File: src/rtl/ysyx_040729_idu_stage.sv
// Decode stage: input FIFO, registered decode bundle, SYSTEM/illegal drain.
// Define YSYX_040729_RV_M_EN to decode M-extension encodings as legal.
module ysyx_040729_idu_stage #(
   parameter int INST_WIDTH = 32,
   parameter int DATA_WIDTH = 64,
   parameter int PC_WIDTH   = 64,
   parameter int FIFO_DEPTH = 2
) (
   input  logic                  clk,
   input  logic                  rst,
   input  logic                  flush,
   input  logic                  sys_done,
   input  logic                  in_valid,
   output logic                  in_ready,
   input  logic [PC_WIDTH-1:0]   in_pc,
   input  logic [INST_WIDTH-1:0] in_inst,
   output logic                  out_valid,
   input  logic                  out_ready,
   output logic [PC_WIDTH-1:0]   out_pc,
   output logic [INST_WIDTH-1:0] out_inst,
   output logic [4:0]            rd,
   output logic [4:0]            rs1,
   output logic [4:0]            rs2,
   output logic                  rf_we,
   output logic [2:0]            rf_wdata_src,
   output logic [1:0]            npc_src,
   output logic                  alu_len_dw,
   output logic                  alu_src2_ri,
   output logic                  mem_wen,
   output logic                  mem_ren,
   output logic                  csr_enable,
   output logic                  ecall,
   output logic                  mret,
   output logic                  muldiv,
   output logic                  illegal,
   output logic [DATA_WIDTH-1:0] immediate
);
   localparam int PTR_W = $clog2(FIFO_DEPTH);
   localparam int CNT_W = $clog2(FIFO_DEPTH + 1);
   localparam logic [CNT_W-1:0] FULL = CNT_W'(FIFO_DEPTH);
   localparam logic [0:0] RUN   = 1'b0;
   localparam logic [0:0] DRAIN = 1'b1;
   localparam logic [2:0] T_R = 3'd0, T_I = 3'd1, T_S = 3'd2, T_B = 3'd3;
   localparam logic [2:0] T_U = 3'd4, T_J = 3'd5, T_SYS = 3'd6;

   logic [PC_WIDTH-1:0]   pc_mem   [FIFO_DEPTH];
   logic [INST_WIDTH-1:0] inst_mem [FIFO_DEPTH];
   logic [PTR_W-1:0]      wptr, rptr;
   logic [CNT_W-1:0]      count;
   logic [0:0]            state;
   logic                  push, pop, head_valid;

   assign head_valid = count != '0;
   assign in_ready   = (count != FULL) && (state == RUN);
   assign push = in_valid && in_ready && !flush;
   assign pop  = head_valid && (!out_valid || out_ready)
              && (state == RUN) && !flush;

   always_ff @(posedge clk) begin
      if (push) begin
         pc_mem[wptr]   <= in_pc;
         inst_mem[wptr] <= in_inst;
      end
   end

   always_ff @(posedge clk or posedge rst) begin
      if (rst) begin
         wptr  <= '0;
         rptr  <= '0;
         count <= '0;
      end else if (flush) begin
         wptr  <= '0;
         rptr  <= '0;
         count <= '0;
      end else begin
         if (push) wptr <= wptr + 1'b1;
         if (pop)  rptr <= rptr + 1'b1;
         if (push && !pop)      count <= count + 1'b1;
         else if (pop && !push) count <= count - 1'b1;
      end
   end

   logic [INST_WIDTH-1:0] hi;
   logic [PC_WIDTH-1:0]   hpc;
   logic [4:0]            opc;
   logic [2:0]            typ, wsrc;
   logic [1:0]            nsrc;
   logic                  known, dw, ren, wen, m_enc, m_bad, d_ill;
   logic                  d_sys, d_mul;
   logic [DATA_WIDTH-1:0] d_imm;

   assign hi  = inst_mem[rptr];
   assign hpc = pc_mem[rptr];
   assign opc = hi[6:2];

   always_comb begin
      typ   = T_R;
      known = 1'b1;
      wsrc  = 3'd0;
      nsrc  = 2'd0;
      dw    = 1'b0;
      ren   = 1'b0;
      wen   = 1'b0;
      m_enc = 1'b0;
      unique case (opc)
         5'b01101: begin typ = T_U; wsrc = 3'd2; end
         5'b00101: begin typ = T_U; wsrc = 3'd4; end
         5'b11011: begin typ = T_J; wsrc = 3'd5; nsrc = 2'd1; end
         5'b11001: begin typ = T_I; wsrc = 3'd5; nsrc = 2'd2; end
         5'b11000: begin typ = T_B; nsrc = 2'd3; end
         5'b00000: begin typ = T_I; wsrc = 3'd1; ren = 1'b1; end
         5'b01000: begin typ = T_S; wen = 1'b1; end
         5'b00100: typ = T_I;
         5'b01100: m_enc = hi[31:25] == 7'b0000001;
         5'b00110: begin typ = T_I; dw = 1'b1; end
         5'b01110: begin dw = 1'b1; m_enc = hi[31:25] == 7'b0000001; end
         5'b11100: typ = T_SYS;
         default:  known = 1'b0;
      endcase
   end

   always_comb begin
      unique case (typ)
         T_I, T_SYS: d_imm = DATA_WIDTH'($signed(hi[31:20]));
         T_S: d_imm = DATA_WIDTH'($signed({hi[31:25], hi[11:7]}));
         T_B: d_imm = DATA_WIDTH'($signed({hi[31], hi[7], hi[30:25],
                                           hi[11:8], 1'b0}));
         T_U: d_imm = DATA_WIDTH'($signed({hi[31:12], 12'b0}));
         T_J: d_imm = DATA_WIDTH'($signed({hi[31], hi[19:12], hi[20],
                                           hi[30:21], 1'b0}));
         default: d_imm = '0;
      endcase
   end

`ifdef YSYX_040729_RV_M_EN
   assign m_bad = 1'b0;
`else
   assign m_bad = m_enc;
`endif

   assign d_ill = (hi[1:0] != 2'b11) || !known || m_bad
               || (dw && (DATA_WIDTH == 32));
   assign d_sys = (typ == T_SYS) && !d_ill;
   assign d_mul = m_enc && !m_bad && !d_ill;

   always_ff @(posedge clk or posedge rst) begin
      if (rst) begin
         out_valid    <= 1'b0;
         out_pc       <= '0;
         out_inst     <= '0;
         rd           <= '0;
         rs1          <= '0;
         rs2          <= '0;
         rf_we        <= 1'b0;
         rf_wdata_src <= '0;
         npc_src      <= '0;
         alu_len_dw   <= 1'b0;
         alu_src2_ri  <= 1'b0;
         mem_wen      <= 1'b0;
         mem_ren      <= 1'b0;
         csr_enable   <= 1'b0;
         ecall        <= 1'b0;
         mret         <= 1'b0;
         muldiv       <= 1'b0;
         illegal      <= 1'b0;
         immediate    <= '0;
      end else if (flush) begin
         out_valid <= 1'b0;
      end else if (pop) begin
         out_valid    <= 1'b1;
         out_pc       <= hpc;
         out_inst     <= hi;
         rd           <= hi[11:7];
         rs1          <= hi[19:15];
         rs2          <= hi[24:20];
         rf_we        <= !d_ill && (typ != T_S) && (typ != T_B);
         rf_wdata_src <= wsrc;
         npc_src      <= d_ill ? 2'd0 : nsrc;
         alu_len_dw   <= dw;
         alu_src2_ri  <= (typ == T_I) || (typ == T_S) || (typ == T_SYS);
         mem_wen      <= wen && !d_ill;
         mem_ren      <= ren && !d_ill;
         csr_enable   <= d_sys;
         ecall        <= d_sys && (hi[31:7] == 25'h0000000);
         mret         <= d_sys && (hi[31:7] == 25'h0604000);
         muldiv       <= d_mul;
         illegal      <= d_ill;
         immediate    <= d_imm;
      end else if (out_ready) begin
         out_valid <= 1'b0;
      end
   end

   // Serialise: nothing new issues until the EXU retires the SYSTEM/illegal op.
   always_ff @(posedge clk or posedge rst) begin
      if (rst)
         state <= RUN;
      else if (flush)
         state <= RUN;
      else if (state == RUN && pop && (d_sys || d_ill))
         state <= DRAIN;
      else if (state == DRAIN && sys_done)
         state <= RUN;
   end
endmodule

File: config.mk
export PLATFORM = sky130hd
export DESIGN_NAME = ysyx_040729_idu_stage
export DESIGN_NICKNAME = d
export VERILOG_FILES = /design/src/rtl/ysyx_040729_idu_stage.sv
export SDC_FILE = /design/constraint.sdc
export NUM_CORES = 1
export LEC_CHECK = 0
export BUFFER_PORTS_ARGS = -buffer_cell sky130_fd_sc_hd__buf_2
export CAP_MARGIN = 20
export CORE_ASPECT_RATIO = 1.1
export CORE_UTILIZATION = 49
export DETAILED_ROUTE_END_ITERATION = 10
export PLACE_DENSITY = 0.8
export SYNTH_ARGS = -nofsm -noshare
export SYNTH_HDL_FRONTEND = slang
export SYNTH_SLANG_ARGS = --single-unit
File: constraint.sdc
create_clock -name clk -period 8.5 [get_ports clk]
set_clock_uncertainty 0.05 [all_clocks]
set_input_delay 0.85 -clock clk [delete_from_list [all_inputs] [get_ports clk]]
set_output_delay 0.85 -clock clk [all_outputs]
set_load 0.05 [all_outputs]
==> Yosys cells after proc, flatten, opt, wreduce, memory -nomap -nowiden <==
Memory sizes are Yosys's and may differ from the RTL's. A register that Yosys moved wholly into a read port is not among the register bits.
Index checks and enable logic that the tools add are counted.
{ "classes": {"add_sub_neg": 4, "n_eq_ne": 23, "n_bitwise": 2, "mux": 25, "reduce_logical": 46} }
{ "op_table": {"columns": ["op", "count"], "rows": [
  ["$pmux W64 S5", 1],
  ["$eq A25 B23 Y1 const B", 1],
  ["$logic_not A25 Y1", 1],
  ["$eq A5 B4 Y1 const B", 4],
  ["$eq A5 B5 Y1 const B", 4],
  ["$logic_and A1 B1 Y1", 18],
  ["$pmux W3 S6", 1],
  ["$mux W1", 17],
  ["$eq A5 B3 Y1 const B", 3],
  ["$pmux W3 S4", 1],
  ["$reduce_or A12 Y1", 1],
  ["$reduce_or A2 Y1", 5],
  ["$eq A3 B3 Y1 const B", 3],
  ["$reduce_bool A3 Y1", 3],
  ["$mux W2", 4],
  ["$eq A7 B1 Y1 const B", 1],
  ["$eq A3 B2 Y1 const B", 2],
  ["$logic_not A1 Y1", 6],
  ["$logic_or A1 B1 Y1", 6],
  ["$ne A3 B2 Y1 const B", 2],
  ["$pmux W2 S3", 1],
  ["$reduce_bool A2 Y1", 3],
  ["$logic_not A5 Y1", 1],
  ["$ne A2 B2 Y1 const B", 2],
  ["other kinds (7)", 9]
]} }
{ "totals": {"memories": 2, "word_cells": 123, "ramBits": 192, "reg_bits": 131, "input_bits": 102} }
{ "memory_table": {"columns": ["memory", "words", "word_bits", "read_ports", "rd_clocked_by_memory_dff", "write_ports", "line_no", "source"], "rows": [
  ["pc_mem", 2, 64, 1, 1, 1, "46", "logic [PC_WIDTH-1:0] pc_mem [FIFO_DEPTH];"],
  ["inst_mem", 2, 32, 1, 0, 1, "47", "logic [INST_WIDTH-1:0] inst_mem [FIFO_DEPTH];"]
]} }

==> Logic depth before layout (Yosys ltp) <==
Gate-level depths: netlist of run 1.
An unclocked memory read counts as a cell.
{ "depth": {"depth_word": 13, "depth_mapped": 9} }

==> Least setup slack after synthesis of run 1 <==
No wires, ideal clock.
{ "synth_path": {"kind": "flip-flop to flip-flop", "from": "reg count[0]", "to": "mem inst_mem[1][0] (enable)", "t_required_ns": 7.762, "synth_period_minus_slack_ns": 9.297, "path_stages_with_launch": 5, "arrival_ns": 8.559, "setup_slack_ns": -0.797, "setup_time_ns": 0.688, "path_cell_list": "dfrtp_1 > inv_1 > a21oi_1 > nand2_1 > nor3b_1"} }
{ "synth_between": {"elab_chain_cells": 6} }
{ "synth_lines": {"columns": ["item", "line_no", "source"], "rows": [
  ["from (decl)", "49", "logic [CNT_W-1:0] count;"],
  ["from (signal assigned)", "78", "if (push && !pop) count <= count + 1'b1;"],
  ["from (signal assigned)", "79", "else if (pop && !push) count <= count - 1'b1;"],
  ["$ne A2 B2 Y1", "54", "assign in_ready = (count != FULL) && (state == RUN);"],
  ["$logic_and A1 B1 Y1", "54", null],
  ["named net in_ready", "14", "output logic in_ready,"],
  ["$logic_and A1 B1 Y1 (2 in series)", "55", "assign push = in_valid && in_ready && !flush;"],
  ["$mux W1", "60", "if (push) begin"],
  ["$mux W1 (implied by the code)", "62", "inst_mem[wptr] <= in_inst;"],
  ["to (decl)", "47", null]
]} }
The timed path passes the listed nets, and every way through them passes these cells.

==> Worst setup path in the final report of run 1 <==
{ "layout_path": {"from": "reg rptr", "to": "reg immediate[25]"} }
{ "layout_between": {"elab_chain_cells": 7, "word_cells_on_any_way": 22, "cone_classes": "eq/ne: 15; mux: 2; reduce/logical: 4; memory: 1"} }
{ "layout_lines": {"columns": ["item", "line_no", "source"], "rows": [
  ["from (decl)", "48", "logic [PTR_W-1:0] wptr, rptr;"],
  ["from (signal assigned)", "77", "if (pop) rptr <= rptr + 1'b1;"],
  ["$mem_v2 Z2 W32 *", null, null],
  ["$eq A5 B3 Y1 (tied with other cells)", "105", "unique case (opc)"],
  ["$reduce_or A4 Y1 (no source line) or $reduce_or A2 Y1 (tied branches)", null, null],
  ["$pmux W3 S6", "105", null],
  ["$eq A3 B3 Y1 or $eq A3 B1 Y1 (tied branches)", "123", "unique case (typ)"],
  ["$reduce_or A2 Y1", "123", null],
  ["$pmux W64 S5 *", "123", null],
  ["to (signal assigned)", "188", "immediate <= d_imm;"],
  ["to (decl)", "36", "output logic [DATA_WIDTH-1:0] immediate"]
]} }
Every way passes the cells marked *; elsewhere a longest branch is shown, timed or not.
A chain may end at the register's enable or synchronous reset.

==> impl_metrics.py, run 1 <==
metrics = {
    "status": {
        "outcome": "finished clean",
    },
    "clock_tree": {
        "cts_resized": 0,
        "postCtsSetupRepairBufs": 0,
        "cts.sinks": 340,
        "cts_htree_levels": 2,
        "ctsHoldBuffers": 0,
        "cts_buffers": 35,
        "cts_tree": "done",
        "path_clk_slew_ns": 0.06,
        "clockRootBuffer": "clkbuf_16",
        "clk-insertion-delay-late_ns": 0.50,
        "clock_path_buffers": 3,
    },
    "die": {
        "rows": 63,
        "die_area_um2": 28000,
        "core_area_um2": 27000,
        "initial_core_util_pct": 49.7,
        "fp.dieW_um": 160,
        "die_h_um": 175,
        "ioPinCount": 294,
    },
    "layout": {
        "fin_cells": 1589,
        "layout-drive-gt1-share_pct": 31.0,
        "nets": 1301,
        "areaGrowthSynthToFinish_pct": 18.2,
    },
    "sta": {
        "finalSetupViolations": 0,
        "setup_tns_ns": 0,
        "hold_viol_final": 0,
        "fin_crit_sh_pct": 39.3,
        "maxSlewViolCount": 0,
        "relSlewSlack_pct": 29.2,
        "max_slew.worst_pin.slew_ns": 1.06,
        "fmax_mhz": 299,
        "period_needed_ns": 3.34,
        "rsz0062_at_grt": "no",
        "hold-worst-slack_ns": 0.424,
    },
    "route": {
        "via_per_inst": 5.32,
        "dr.pass1.iters": 4,
        "wire_per_inst_um": 18.7,
        "wl_um": 29800,
        "postRouteAntennaNets": 0,
        "drt_iter0_markers": 603,
        "vias": 8446,
        "route.detailed.drc": 0,
    },
    "run": {
        "cap_violations": 0,
    },
    "placed_design": {
        "gp_congestion": 0.866,
        "portBuffers": 292,
        "dp_cells": 1519,
        "hpwl_um": 19600,
    },
    "synthesis": {
        "seq_area_frac_synth_pct": 70.6,
        "yosys.area.top_type": "edfxtp_1",
        "synth_cell_types": 63,
        "async_flop_share_pct": 43.5,
        "post-synth-top-count-cell": "edfxtp_1",
        "yosys-top-cells-count": "192 x edfxtp_1, 148 x dfrtp_1, 128 x nand2_1",
        "syn_inst": 959,
        "yosysWarnings": 0,
        "synth_seq_cells": 340,
        "synth_fp_nets": 1061,
        "synth_top_area_share_pct": 43.0,
        "synth_area_leaders": "edfxtp_1 43%, dfrtp_1 28%, mux2i_1 6.7%",
        "synth_area_per_cell_um2": 14.0,
        "synth_ff_type": "edfxtp_1",
        "synth_edf_count": 192,
        "syn-cell-area_um2": 13400,
    },
    "grt": {
        "grt_pass1_vias": 8331,
        "grt_util_met3_pct": 4.94,
        "grt_overflow": 0,
        "antenna_found_initial": 9,
        "grt_pass1_wl_um": 45700,
        "grt_usage_pct": 21.2,
        "gr-usage-met2_pct": 36.6,
        "grt_max_degree": 120,
        "top_usage_layer": "met2",
        "grt_use_met1_pct": 25.6,
    },
    "power": {
        "p_leak_nw": 6.57,
        "ir_worst_vdd_mv": 0.261,
        "powerDensity_nw_per_um2": 437,
    },
    "setup_path": {
        "crit_path_start_kind": "flip-flop",
        "required_ns": 8.89,
        "critPathArrivalTime_ns": 3.73,
        "crit_type": "flip-flop to flip-flop",
        "cp-end-kind": "flip-flop",
        "cp_max_fo": 61,
    },
    "min_path": {
        "hp-class": "flip-flop to flip-flop",
    },
}
[where the power goes]
group / switching (mW) / internal [mW] / leakage, nW
Sequential: 0.288 / 2.19 / 3.62
Clock: 0.589 / 0.790 / 0.506
Combinational: 2.34 / 0.723 / 2.45
[metal layers]
layer	vias to the layer above	wire length [um]
met2	313	15200
met3	54	1910
met1	4122	11700
met4	4	870
li1	3953	-
met5	-	27
[worst max-delay path, cell delays in order, from the launching register on]
cell	delay, ns
dfrtp_4	1.06
mux2i_1	0.43
buf_4	0.30
a2111oi_4	0.39
a311oi_2	0.07
o21ai_1	0.64
o221a_1	0.32
[through the flow]
step | area, um2 | setup WS (ns) | power (mW) | util (%)
final | 15800 | 5.16 | 6.92 | 58.8
after global routing | 15800 | 4.94 | 7.24 | 58.7
after CTS | 15800 | 5.18 | 6.98 | 58.7
after detailed placement | 14800 | 5.18 | 5.59 | 54.9
after floorplan | 13400 | 2.57 | 5.01 | -
after global placement | 14800 | 5.27 | 5.53 | 54.9
[final timing paths]
path                               from             to  slack (ns)  cells after the start
max in group asynchronous           rst   out_inst[20]        6.55                      3
hold reg to reg            out_inst[25]   out_inst[25]        0.42                      2
setup / recovery                   rptr  immediate[25]        5.16                      6
min in group asynchronous           rst     out_pc[23]        0.49                      2
setup reg to reg                   rptr  immediate[25]        5.16                      6
hold / removal             out_inst[25]   out_inst[25]        0.42                      2
[state kept, by name, indices dropped and copies added, names as in the netlist, 2 cells and up]
register      cells
npc_src           2
inst_mem         64
out_inst         32
count             2
immediate        32
rf_wdata_src      3
pc_mem          128
out_pc           64
[logic make-up after synthesis]
logic type / count (synthesis) / synth area share [%]
other: 1 / 0.0280
muxes: 100 / 7.71
DFF: 340 / 70.6
and+or+nand+nor: 215 / 7.08
buffers and inverters: 102 / 4.79
AOI/OAI and AO/OA: 196 / 9.43
xor gates and xnor gates: 5 / 0.327
[area by class of cell]
type / instances / area [um2]
fillers: 2148 / 11100
flip-flops and latches: 340 / 9470
multi-input cells: 517 / 3320
repair buffers: 302 / 1540
clock buffers: 50 / 962
well taps: 357 / 447
clock inverters: 12 / 67.6
diodes: 8 / 20.0
inverters: 3 / 16.3
[layout by cell type, fill, tap and decap left out, types with 11 or more instances in the layout]
| cell type | Yosys | routed |
|---|---|---|
| a21oi_1 | 12 | 12 |
| buf_2 | 15 | 292 |
| clkbuf_1 | 23 | 12 |
| clkbuf_16 | 0 | 35 |
| dfrtp_1 | 148 | 147 |
| edfxtp_1 | 192 | 192 |
| mux2i_1 | 90 | 90 |
| nand2_1 | 128 | 128 |
| nor2_1 | 38 | 38 |
| o21ai_0 | 101 | 101 |
| o21ai_1 | 24 | 24 |
| o221a_1 | 11 | 11 |
No activity file was read; power rests on OpenSTA's default activity.
==> run 2: changes to the inputs <==
--- a/config.mk
+++ b/config.mk
@@ -8,9 +8,9 @@
 export BUFFER_PORTS_ARGS = -buffer_cell sky130_fd_sc_hd__buf_2
 export CAP_MARGIN = 20
 export CORE_ASPECT_RATIO = 1.1
-export CORE_UTILIZATION = 49
+export CORE_UTILIZATION = 54
 export DETAILED_ROUTE_END_ITERATION = 10
-export PLACE_DENSITY = 0.8
+export PLACE_DENSITY = 0.83
 export SYNTH_ARGS = -nofsm -noshare
 export SYNTH_HDL_FRONTEND = slang
 export SYNTH_SLANG_ARGS = --single-unit
==> constraint.sdc (replaced) <==
create_clock -name clk -period 3.15 [get_ports clk]
set_clock_uncertainty 0.05 [all_clocks]
set_input_delay 0.315 -clock clk [delete_from_list [all_inputs] [get_ports clk]]
set_output_delay 0.315 -clock clk [all_outputs]
set_load 0.05 [all_outputs]
==> run 2 against run 1 <==
The flow now finishes with violations (DRC). Highest routed layer is now met4. Setup slack worse by 4.8 ns. Sequential share of layout area fell by 4.1 points. Via count grew 9.6%. Clock power grew to 2.9 times the previous value. First-iteration DRC count up 23%. Register-to-register slack lost 4.8 ns. Maximum frequency rose by 21%. Largest cell class unchanged. Wire length increased by 9.8%. Sequential power increased to 2.7 times the previous value.
==> impl_metrics.py, run 2 (synthesis gave the netlist of run 1 again) <==
metrics = {
    "route": {
        "vias": 9254,
        "via_per_inst": 5.62,
        "drt_iter0_markers": 742,
        "route.detailed.drc": 24,
        "wl_um": 32700,
        "postRouteAntennaNets": 0,
        "wire_per_inst_um": 19.8,
        "dr.pass1.iters": 8,
    },
    "power": {
        "clockPowerShare_pct": 20.7,
        "power_mw": 19.3,
        "p_sw_share_pct": 46.2,
        "powerDensity_nw_per_um2": 1140,
        "p_int_mw": 10.4,
        "p_leak_nw": 7.09,
        "seq_power_share_pct": 34.7,
        "p_switching_mw": 8.92,
        "ir_worst_vdd_mv": 0.884,
        "pwr-share-comb_pct": 44.6,
    },
    "die": {
        "fp.dieW_um": 152,
        "rows": 60,
        "initial_core_util_pct": 54.9,
        "die_area_um2": 25500,
        "die_h_um": 167,
        "ioPinCount": 294,
        "core_area_um2": 24400,
    },
    "layout": {
        "multiInputGateArea_um2": 3340,
        "largest_register_ff_count": 128,
        "fillerInstances": 1614,
        "reg_top3": "pc_mem: 128 flops, inst_mem: 64 flops, out_pc: 64 flops",
        "fin_cells": 1648,
        "fin_area_um2": 17000,
        "nets": 1410,
        "areaGrowthSynthToFinish_pct": 26.9,
        "mostFrequentLayoutCells": "292 x buf_2, 192 x edfxtp_1, 147 x dfrtp_1",
        "final_common_cell": "buf_2",
        "seqCellArea_um2": 9470,
        "top_register": "pc_mem",
        "utilization_pct": 69.7,
        "layout-drive-gt1-share_pct": 29.7,
    },
    "placed_design": {
        "portBuffers": 292,
        "gp_congestion": 0.922,
        "placed_area_um2": 14900,
        "hpwl_um": 20300,
        "dp_cells": 1484,
        "dp_worst_setup_slack_ns": 0.463,
    },
    "setup_path": {
        "critPathArrivalTime_ns": 3.15,
        "cp_max_fo": 45,
        "required_ns": 3.53,
        "crit_buf_inv": 0,
        "cp-end-kind": "flip-flop",
        "crit_path_start_kind": "flip-flop",
        "crit_type": "flip-flop to flip-flop",
        "path_delay_family": "compound AO/OA/AOI/OAI gates",
        "rr_startpoint": "rptr",
        "critical-path-max-stage-delay_ns": 0.87,
        "cp_common_cell": "o21ai_1",
        "cp-startpoint": "rptr",
        "crit_chain": "mux2i_2 > nand3_1 > o21ai_1 > a32oi_1 > o21ai_1",
        "cpMaxStageDelayCell": "dfrtp_4",
    },
    "sta": {
        "relSlewSlack_pct": 39.6,
        "fin_crit_sh_pct": 87.7,
        "finalSetupViolations": 0,
        "fmax_mhz": 362,
        "max_slew.worst_pin.slew_ns": 0.906,
        "hold_viol_final": 0,
        "maxSlewViolCount": 0,
        "setup_ws_ns": 0.386,
        "period_needed_ns": 2.76,
        "rsz0062_at_grt": "no",
    },
    "grt": {
        "grt_max_degree": 111,
        "grt_pass1_wl_um": 51300,
        "grt_overflow": 0,
        "antenna_found_initial": 4,
        "grt_pass1_vias": 9474,
        "grt_usage_pct": 26.0,
    },
    "clock_tree": {
        "clockRootBuffer": "clkbuf_16",
        "path_clk_slew_ns": 0.06,
        "postCtsSetupRepairBufs": 0,
        "cts_htree_levels": 2,
        "clock_path_buffers": 3,
        "cts_resized": 0,
        "cts_tree": "done",
        "ctsHoldBuffers": 97,
        "cts_buffers": 35,
        "clk-insertion-delay-late_ns": 0.51,
        "cts.sinks": 340,
    },
    "run": {
        "cap_violations": 0,
    },
    "min_path": {
        "min-delay-start": "sys_done",
        "hp-class": "input pin to flip-flop",
    },
    "status": {
        "violations": "DRC",
        "outcome": "finished, violations left",
    },
}
==> run 2: changes by cell type in the layout (fill, tap and decap cells not counted), sizes merged <==
cell | before | now
dlygate4sd3 | 0 | 97
buf | 302 | 314
clkbuf | 50 | 56
clkinv | 10 | 5
diode | 8 | 4
inv | 4 | 2
bufinv | 0 | 1
clkinvlp | 1 | 2
==> run 2: worst reg2reg max path: cells and delay by family (launching register included) <==
kind,cells,cell delay [ns]
and+or+nand+nor,1,0.26
DFF,1,0.87
AOI/OAI and AO/OA,3,0.95
muxes,1,0.57
==> run 2: final cells by class <==
cell class | instances | area share [%]
diodes | 4 | 0.0588
clock buffers | 56 | 6.16
clock inverters | 7 | 0.368
inverters | 3 | 0.0883
multi-input cells | 517 | 19.6
flip-flops and latches | 340 | 55.7
well taps | 310 | 2.28
repair buffers | 411 | 15.7
==> run 2: final timing paths <==
kind / slack [ns] / depth (start not counted) / endpoint
setup / recovery: 0.39 / 5 / immediate[13]
hold / removal: 0.06 / 3 / state
setup reg to reg: 0.39 / 5 / immediate[13]
hold reg to reg: 0.43 / 2 / out_pc[54]
max in group asynchronous: 1.80 / 4 / out_pc[20]
min in group asynchronous: 0.44 / 3 / out_inst[21]
==> run 2: per-layer routing <==
metal | up-vias | wire, um | global-route usage [%]
met2 | 477 | 16900 | 46.0
met1 | 4531 | 12200 | 31.3
met4 | 0 | 1260 | 11.3
met5 | - | 0 | 0
met3 | 93 | 2290 | 4.84
li1 | 4153 | - | -
==> run 2: metrics by stage <==
stage,hold slack (ns),setup TNS (ns)
6_report,0.0605,0
5_1_grt,0.100,0
4_1_cts,0.0461,0
3_5_place_dp,0.415,0
3_3_place_gp,0.405,0
2_1_floorplan,0.364,-135.26
==> run 2: power by group through the flow <==
| stage | Sequential [mW] | Clock (mW) | Combinational [mW] |
|---|---|---|---|
| floorplan | 9.38 | 0 | 4.15 |
| global placement | 6.69 | 0 | 8.28 |
| detailed placement | 6.73 | 0 | 8.46 |
| CTS | 6.67 | 4.04 | 8.58 |
| global route | 6.82 | 4.24 | 9.06 |
| finish | 6.70 | 4.00 | 8.61 |
==> run 3: changes to the inputs <==
==> constraint.sdc (replaced) <==
create_clock -name clk -period 2.9 [get_ports clk]
set_clock_uncertainty 0.05 [all_clocks]
set_input_delay 0.29 -clock clk [delete_from_list [all_inputs] [get_ports clk]]
set_output_delay 0.29 -clock clk [all_outputs]
set_load 0.05 [all_outputs]
==> run 3 against run 2 <==
Register-to-register slack worse by 0.08 ns. Wire length shrank 2.1%. Largest power group unchanged. The flow still finishes with violations (DRC). Clock power rose by 16%. Combinational power rose by 9.2%. Critical endpoint is now npc_src[1].
==> impl_metrics.py, run 3 (synthesis gave the netlist of run 1 again) <==
metrics = {
    "sta": {
        "maxSlewViolCount": 0,
        "relSlewSlack_pct": 47.7,
        "fmax_mhz": 385,
        "hold_viol_final": 0,
        "period_needed_ns": 2.60,
        "rsz0062_at_grt": "no",
        "setup_tns_ns": 0,
        "finalSetupViolations": 0,
        "setup_ws_ns": 0.304,
        "max_slew.worst_pin.slew_ns": 0.782,
        "fin_crit_sh_pct": 89.5,
    },
    "min_path": {
        "whs_path_depth": 4,
        "hp-class": "input pin to flip-flop",
    },
    "route": {
        "via_per_inst": 5.55,
        "drt_iter0_markers": 627,
        "route.detailed.drc": 24,
        "wire_per_inst_um": 19.4,
        "dr.pass1.iters": 9,
        "wl_um": 32000,
        "vias": 9145,
        "postRouteAntennaNets": 0,
    },
    "setup_path": {
        "critPathArrivalTime_ns": 2.94,
        "cp_max_fo": 40,
        "reg2regPathDepth": 5,
        "crit_type": "flip-flop to flip-flop",
        "required_ns": 3.24,
        "cp-end-kind": "flip-flop",
        "crit_path_start_kind": "flip-flop",
        "crit_chain": "buf_4 > nand4_1 > a2111oi_2 > nor3_4 > a32o_1",
        "cpMaxStageDelayCell": "dfrtp_4",
        "critical-path-max-stage-delay_ns": 0.66,
    },
    "clock_tree": {
        "postCtsSetupRepairBufs": 0,
        "cts_tree": "done",
        "cts.sinks": 340,
        "path_clk_slew_ns": 0.06,
        "cts_buffers": 34,
        "cts_htree_levels": 2,
        "clock_path_buffers": 3,
        "clk-insertion-delay-late_ns": 0.50,
        "clockRootBuffer": "clkbuf_16",
    },
    "status": {
        "violations": "DRC",
        "outcome": "finished, violations left",
    },
    "die": {
        "rows": 60,
        "ioPinCount": 294,
        "die_area_um2": 25500,
        "fp.dieW_um": 152,
        "initial_core_util_pct": 54.9,
        "core_area_um2": 24400,
        "die_h_um": 167,
    },
    "layout": {
        "final_common_cell": "buf_2",
        "layout-drive-gt1-share_pct": 30.2,
        "reg_top3": "pc_mem: 128 flops, inst_mem: 64 flops, out_pc: 64 flops",
        "largest_register_ff_count": 128,
        "top_register": "pc_mem",
        "mostFrequentLayoutCells": "292 x buf_2, 192 x edfxtp_1, 147 x dfrtp_1",
        "nets": 1410,
        "areaGrowthSynthToFinish_pct": 27.8,
        "fillerInstances": 1576,
        "utilization_pct": 70.2,
    },
    "grt": {
        "grt_pass1_wl_um": 49000,
        "grt_max_degree": 97,
        "grt_pass1_vias": 9008,
        "grt_usage_pct": 24.8,
        "grt_overflow": 0,
        "antenna_found_initial": 3,
    },
    "placed_design": {
        "gp_congestion": 0.899,
        "portBuffers": 292,
        "hpwl_um": 20200,
        "dp_worst_setup_slack_ns": 0.339,
    },
    "run": {
        "cap_violations": 0,
    },
    "power": {
        "powerDensity_nw_per_um2": 1240,
        "ir_worst_vdd_mv": 0.895,
        "p_leak_nw": 7.15,
    },
}
run 3: cell count changes in the layout (fill, tap and decap cells not counted):
cell | before | now
buf_12 | 6 | 8
buf_4 | 16 | 15
bufinv_16 | 1 | 4
clkbuf_1 | 14 | 5
clkbuf_8 | 5 | 6
clkinv_1 | 0 | 2
clkinvlp_4 | 2 | 3
diode_2 | 4 | 3
inv_6 | 0 | 1
run 3: worst max-delay path, delay by kind of cell, from the launching register on:
family	cells	cell delay (ns)
AOI/OAI and AO/OA	2	0.83
buffers and inverters	1	0.60
DFF	1	0.66
and+or+nand+nor	2	0.33
run 3: power breakdown:
part	switching [mW]	internal [mW]	total, mW
Clock	1.80	2.84	4.64
Sequential	0.779	6.42	7.20
Combinational	7.09	2.31	9.40
run 3: worst paths after layout:
| check | from | to | slack (ns) |
|---|---|---|---|
| worst max-delay path | rptr | npc_src[1] | 0.30 |
| worst min-delay path | out_ready | out_valid | 0.04 |
| worst max register to register | rptr | npc_src[1] | 0.30 |
| worst min register to register | out_inst[2] | out_inst[2] | 0.42 |
| max in group asynchronous | rst | out_pc[63] | 1.52 |
| min in group asynchronous | rst | out_inst[10] | 0.41 |
run 3: cell type report:
class / instances / area, um2 / area share (%)
Antenna cell: 3 / 7.51 / 0.0438
Clock inverter: 14 / 176 / 1.03
Inverter: 3 / 15.0 / 0.0876
Timing Repair Buffer: 412 / 2710 / 15.8
Multi-Input combinational cell: 517 / 3340 / 19.5
Sequential cell: 340 / 9470 / 55.3
Tap cell: 310 / 388 / 2.26
Clock buffer: 48 / 1030 / 6.00
run 3: repair_timing:
action / 4_1_cts / 5_1_grt
endpoints found under the hold margin: 218 / 0
hold buffers: 97 / 0
resized for setup: 0 / 0
run 3: stage by stage:
stage	cells	hold WS (ns)	total power [mW]	area (um2)
global route	1647	0.0572	22.1	17100
global placement	1485	0.399	16.3	15000
detailed placement	1485	0.406	16.5	15000
floorplan	959	0.339	14.7	13500
finish	1647	0.0357	21.2	17100
CTS	1644	0.0259	21.2	17100
run 3: per-layer routing:
metal,GRT usage (%),wire length (um)
met1,30.4,12400
met2,43.7,16300
met3,4.79,2210
met4,9.58,1010
met5,0,0
